## src/rtl/axi_4_pkg.sv

```systemverilog
// Shared AXI4 types for the vector load/store path: slave controller states
// and the response codes it can return.
package axi_4_pkg;

  localparam logic [1:0] AXI_RESP_OKAY   = 2'b00;
  localparam logic [1:0] AXI_RESP_SLVERR = 2'b10;

  typedef enum logic [2:0] {
    SLAVE_IDLE  = 3'd0,
    READ_FETCH  = 3'd1,
    READ_DATA   = 3'd2,
    WRITE_DATA  = 3'd3,
    WRITE_RESP  = 3'd4
  } axi_4_slave_states_e;

endpackage

```

## src/rtl/axi_4_slave_controller.sv

```systemverilog
// Memory-side AXI4 handshake controller: sequences read/write bursts against a
// one-cycle-latency single-port memory. Optional AXI4_SLAVE_LEN_CHECK_EN flags
// write bursts whose m_wlast disagrees with awlen and drops excess beats.
module axi_4_slave_controller
  import axi_4_pkg::*;
#(
  parameter int LEN_W = 8
) (
  input  logic             clk,
  input  logic             reset,
  input  logic             m_arvalid,
  input  logic [LEN_W-1:0] arlen,
  output logic             s_arready,
  output logic             s_rvalid,
  input  logic             m_rready,
  output logic             s_rlast,
  output logic [1:0]       s_rresp,
  input  logic             m_awvalid,
  input  logic [LEN_W-1:0] awlen,
  output logic             s_awready,
  input  logic             m_wvalid,
  input  logic             m_wlast,
  output logic             s_wready,
  output logic             s_bvalid,
  input  logic             m_bready,
  output logic [1:0]       s_bresp,
  output logic             rd_addr_ld,
  output logic             wr_addr_ld,
  output logic             mem_re,
  output logic             mem_we,
  output logic [LEN_W-1:0] mem_beat
);

  axi_4_slave_states_e state_q, state_d;
  logic [LEN_W-1:0] beat_q, beat_d;
  logic [LEN_W-1:0] len_q, len_d;
  logic [1:0]       bresp_q, bresp_d;

  // One write beat accepted this cycle, and its index
  logic             wr_take;
  logic [LEN_W-1:0] wr_idx;
`ifdef AXI4_SLAVE_LEN_CHECK_EN
  logic [LEN_W-1:0] wr_len;
`endif

  always_ff @(posedge clk or negedge reset) begin
    if (!reset) begin
      state_q <= SLAVE_IDLE;
      beat_q  <= '0;
      len_q   <= '0;
      bresp_q <= AXI_RESP_OKAY;
    end else begin
      state_q <= state_d;
      beat_q  <= beat_d;
      len_q   <= len_d;
      bresp_q <= bresp_d;
    end
  end

  always_comb begin
    state_d    = state_q;
    beat_d     = beat_q;
    len_d      = len_q;
    bresp_d    = bresp_q;
    s_arready  = 1'b0;
    s_awready  = 1'b0;
    s_wready   = 1'b0;
    s_rvalid   = 1'b0;
    s_rlast    = 1'b0;
    s_rresp    = AXI_RESP_OKAY;
    s_bvalid   = 1'b0;
    s_bresp    = AXI_RESP_OKAY;
    rd_addr_ld = 1'b0;
    wr_addr_ld = 1'b0;
    mem_re     = 1'b0;
    mem_we     = 1'b0;
    mem_beat   = '0;
    wr_take    = 1'b0;
    wr_idx     = '0;
`ifdef AXI4_SLAVE_LEN_CHECK_EN
    wr_len     = len_q;
`endif

    // Every output is held low while reset is asserted
    if (reset) begin
      unique case (state_q)
        SLAVE_IDLE: begin
          s_arready = 1'b1;
          s_awready = 1'b1;
          s_wready  = m_awvalid & ~m_arvalid;
          if (m_arvalid) begin
            rd_addr_ld = 1'b1;
            len_d      = arlen;
            beat_d     = '0;
            state_d    = READ_FETCH;
          end else if (m_awvalid) begin
            wr_addr_ld = 1'b1;
            len_d      = awlen;
            wr_take    = m_wvalid;
            wr_idx     = '0;
`ifdef AXI4_SLAVE_LEN_CHECK_EN
            wr_len     = awlen;
`endif
            beat_d     = m_wvalid ? LEN_W'(1) : '0;
            state_d    = (m_wvalid & m_wlast) ? WRITE_RESP : WRITE_DATA;
          end
        end

        READ_FETCH: begin
          mem_re   = 1'b1;
          mem_beat = beat_q;
          state_d  = READ_DATA;
        end

        READ_DATA: begin
          // Memory output holds until the master takes the beat
          s_rvalid = 1'b1;
          s_rlast  = (beat_q == len_q);
          if (m_rready) begin
            if (beat_q == len_q) begin
              state_d = SLAVE_IDLE;
            end else begin
              beat_d  = beat_q + LEN_W'(1);
              state_d = READ_FETCH;
            end
          end
        end

        WRITE_DATA: begin
          s_wready = 1'b1;
          wr_take  = m_wvalid;
          wr_idx   = beat_q;
          if (m_wvalid) begin
            beat_d = beat_q + LEN_W'(1);
            if (m_wlast) state_d = WRITE_RESP;
          end
        end

        WRITE_RESP: begin
          s_bvalid = 1'b1;
          s_bresp  = bresp_q;
          if (m_bready) state_d = SLAVE_IDLE;
        end

        default: state_d = SLAVE_IDLE;
      endcase

      if (wr_take) begin
        mem_beat = wr_idx;
`ifdef AXI4_SLAVE_LEN_CHECK_EN
        // Beats past the announced length are acknowledged but not stored
        mem_we = (wr_idx <= wr_len);
        if (m_wlast)
          bresp_d = (wr_idx != wr_len) ? AXI_RESP_SLVERR : AXI_RESP_OKAY;
`else
        mem_we = 1'b1;
`endif
      end
    end
  end

endmodule
```

## config.mk

```make
export PLATFORM = sky130hd
export DESIGN_NAME = axi_4_slave_controller
export DESIGN_NICKNAME = d
export VERILOG_FILES = /design/src/rtl/axi_4_pkg.sv /design/src/rtl/axi_4_slave_controller.sv
export SDC_FILE = /design/constraint.sdc
export NUM_CORES = 1
export LEC_CHECK = 0
export ABC_AREA = 1
export ABC_CLOCK_PERIOD_IN_PS = 4400
export CAP_MARGIN = 15
export CORE_UTILIZATION = 47
export DETAILED_ROUTE_END_ITERATION = 8
export GPL_TIMING_DRIVEN = 1
export HOLD_SLACK_MARGIN = 0.12
export PLACE_DENSITY = 0.85
export SYNTH_ARGS = -nofsm -noshare
export SYNTH_HDL_FRONTEND = slang
export SYNTH_SLANG_ARGS = --single-unit
```

## constraint.sdc

```tcl
create_clock -name clk -period 4.4 [get_ports clk]
set_input_delay 1.32 -clock clk [delete_from_list [all_inputs] [get_ports clk]]
set_output_delay 1.32 -clock clk [all_outputs]
set_load 0.01 [all_outputs]
```

Word-level counts from Yosys, hierarchy flattened
Index checks and enable logic that the tools add are counted.
- flip-flop bits (word level): 19
- bits in latches: 0
- RAM bits: 0
- bits in read-only memories: 0
- input bits: 24
- output and inout bits: 22
- logic and storage cells: 71
- memories: 0
- $add $sub $neg: 1
- $mul: 0
- divide/modulo/power cells: 0
- order comparisons: 0
- equal/unequal tests: 11
- shifts and indexed selects: 0
- muxes and demuxes: 47
- bitwise logic cells: 3
- reductions and logical operators: 6
- operators by type and width (operator ; number):
    $mux W8 ; 11
    $mux W1 ; 25
    $pmux W8 S3 ; 1
    $mux W3 ; 7
    $pmux W3 S5 ; 1
    $reduce_and A6 Y1 ; 2
    $ne A2 B2 Y1 const B ; 5
    $add A8 B1 Y8 const B ; 1
    $eq A8 B8 Y1 ; 1
    $eq A3 B2 Y1 const B ; 2
    $pmux W1 S2 ; 2
    $eq A3 B1 Y1 const B ; 1
    $eq A3 B3 Y1 const B ; 1
    $logic_not A3 Y1 ; 1
    $ne A3 B3 Y1 const B ; 1
    $reduce_and A3 Y1 ; 1
    $reduce_bool A3 Y1 ; 1
    $and A1 B1 Y1 ; 2
    $reduce_bool A2 Y1 ; 1
    $not A1 Y1 ; 1

Depth between registers and ports, before layout
- word-level depth: 6
- gate-level depth with buffers: 10
- depth with buffers taken out: 10

Worst setup path after synthesis
OpenSTA, ideal clock, no wires.
- path kind: input-to-output
- start: input port reset
- end: output port mem_beat[0]
- arrival time: 2163 ps
- data required time: 3080 ps
- slack: 917 ps
- stages: 4
- buffers on the path: 0
- cell sequence: inv_1 -> nor3_1 -> a31oi_1 -> nor2_1
- word-level cells in the longest chain between the ends: 1
- RTL lines (item ; RTL line ; text):
    start: declaration ; axi_4_slave_controller.sv:10 ; input logic reset,
    $mux W8 ; axi_4_slave_controller.sv:85 ; if (reset) begin
    end: declaration ; axi_4_slave_controller.sv:31 ; output logic [LEN_W-1:0] mem_beat
No other way between the ends.

Worst setup path in the final report
- start: input port reset
- end: output port mem_beat[1]
Same word-level chain as after synthesis.

==> results_dict.tcl <==
set metrics [dict create \
    status "finished with violations" \
    violations "DRC" \
    r2r-end "beat_q[3]" \
    synth.avg_cell_area_sq_um 6.58 \
    p_leak_uw 0.000886 \
    synth_top_family_by_area "simple AND/OR/NAND/NOR gates" \
    rsz0062_at_grt "no" \
    clk_latency_ps 310 \
    grt_max_degree 22 \
    drt_iter0_drc 52 \
    synth-simple-area-share 0.432 \
    core_area_sq_mm 0.00283 \
    synth_enable_flop_cells 0 \
    rows 19 \
    synthAdderAreaFrac 0.00873 \
    hold_path_class "reg2reg" \
    synth_ff_type "dfrtp_1" \
    num_antenna_cells 0 \
    synth_compound_area_frac 0.0698 \
    criticalPathCategory "in2out" \
    routed_wl_um 3320 \
    cp.required_ps 3080 \
    ys_warn_count 0 \
    die_y_um 57.2 \
    routed-via-count 1482 \
    p_per_area_mw_per_mm2 444 \
    grt_usage 0.219 \
    htreeDepth 1 \
    cp_max_fo 8 \
    fin_tns_setup_ps 0 \
    ant_nets 0 \
    grt_pass1_wl_um 5530 \
    ys_async_sr_fraction 1.00 \
    clk_path_buf_depth 2 \
    finalCritPeriodShare 0.977 \
    drc 2 \
    postCtsResizedCells 0 \
    setup_viol 0 \
    final.min_clock_period_ps 4300 \
    netlist_area_sq_mm 0.00143 \
    slew_viol_final 0 \
    r2r_cells 8 \
    vdd_drop_max_v 0.000281 \
    cp-end-kind "primary output" \
    netlist_instances 218 \
    ys_types 30 \
    r2r-start "state_q[1]" \
    ys_ff_latch 19 \
    antenna_found_initial 0 \
    die_x_um 57.2 \
    ioPinCount 46 \
    cts_hold_buf 0 \
    cts-buffers-inserted 3 \
    crit_arrival_ps 2980 \
    die_area_sq_mm 0.00328 \
    fin_ws_ps 103 \
    wl_per_cell_um 11.2 \
    fin_util 0.681 \
    viasPerCell 5.02 \
    cts_tree "built" \
    gp_congestion 0.797 \
    hpwl_um 2510 \
    start_util 0.507 \
    cts_setup_buffers 0 \
    grt_pass1_vias 1292 \
    drive_above_1_share 0.0985 \
    port_buffers 41 \
    setup.worst_path.start "reset" \
    dp_slack_ps 71.0 \
    crit_path_end "mem_beat[1]" \
    synth.area.mux_share 0 \
    area_growth_pct 34.4 \
    synth_xor_area_frac 0.0428 \
    cts_root_buf "clkbuf_4" \
    hold_viol_final 0 \
    start_kind "input pin" \
    ff2ff_setup_slack_ps 2690 \
    cts_num_sinks 19 \
    fmax_mhz 233 \
    drt_first_pass_iters 6 \
    skew_ps 7.72 \
    overflow 0 \
    worst_setup_hold_path_clk_slew_ps 110 \
    cap_violations 0 \
    synth-seq-area-share 0.332 \
    nets 290 \
]
[critical path: stages]
cell	delay, ps
clkdlybuf4s50_1	480
inv_1	60
nor3_2	210
a31oi_1	60
buf_4	180
nor2_1	120
clkdlybuf4s50_1	550
[registers in the layout (all words and copies together), names as in the netlist]
signal,flops
beat_q,8
state_q,3
len_q,8
[per-layer routing]
metal  vias up  track usage  share of wire
met5         -            0              0
met4         0        0.111          0.021
met3         7       0.0204          0.053
met2        57        0.355           0.46
met1       647        0.293           0.47
li1        771            -              -
[how the worst min path moves through the flow]
stage,start,endpoint,cells after the start
6_report,beat_q[1],beat_q[1],2
2_1_floorplan,beat_q[7],beat_q[7],2
5_1_grt,len_q[0],len_q[0],2
3_5_place_dp,beat_q[1],beat_q[1],2
3_3_place_gp,beat_q[1],beat_q[1],2
4_1_cts,beat_q[1],beat_q[1],2
[layout by cell type, fill, tap and decap left out, drive strengths merged, types with 2 or more instances in the layout]
cell	Yosys	layout
dfrtp	19	19
a31oi	10	10
clkdlybuf4s50	0	41
nand3	14	14
xnor2	6	6
buf	8	8
a21oi	2	2
clkbuf	2	3
nand2	78	78
nand4	3	3
conb	1	4
inv	26	26
nor2	34	34
o21ai	4	4
nor3	5	5
[per-stage QoR]
stage	instance area, sq um	hold WS [ps]	power [uW]	std cells
6_report	1930	564	855	295
5_1_grt	1930	601	928	295
4_1_cts	1920	570	850	295
3_5_place_dp	1890	543	755	291
3_3_place_gp	1890	545	740	291
2_1_floorplan	1450	503	615	221
[Yosys cell counts, types with 2 or more instances]
master,count,share of area
buf_2,2,0.0070
xnor2_1,6,0.037
nor2_4,3,0.024
nand2_2,5,0.022
nor2_1,31,0.081
nor3_1,3,0.010
a31oi_1,10,0.044
buf_4,6,0.031
o21ai_0,3,0.010
dfrtp_1,19,0.33
nand2_1,72,0.19
nand3_1,13,0.045
inv_1,25,0.065
a21oi_1,2,0.0070
nand4_1,3,0.013
[logic make-up (layout without fill, tap and decap cells)]
| group | Yosys count | after routing |
|---|---|---|
| compound gates | 17 | 17 |
| other cells | 1 | 4 |
| buf+inv | 36 | 79 |
| xor+xnor | 7 | 7 |
| fa+ha+maj | 1 | 1 |
| simple gates | 137 | 137 |
| flops | 19 | 19 |
[where the power goes]
part           internal, uW  total, uW  switching [uW]
clock network          33.9       94.7            60.7
logic                   196        466             270
registers               234        295            61.1
[final cells by class]
cell class	count	area, sq um
Timing Repair Buffer	49	474
Clock buffer	3	22.5
Clock inverter	1	5.00
Tap cell	31	38.8
Multi-Input combinational cell	166	813
Inverter	26	97.6
Fill cell	251	902
Sequential cell	19	475
(Power assumes the default switching activity.)
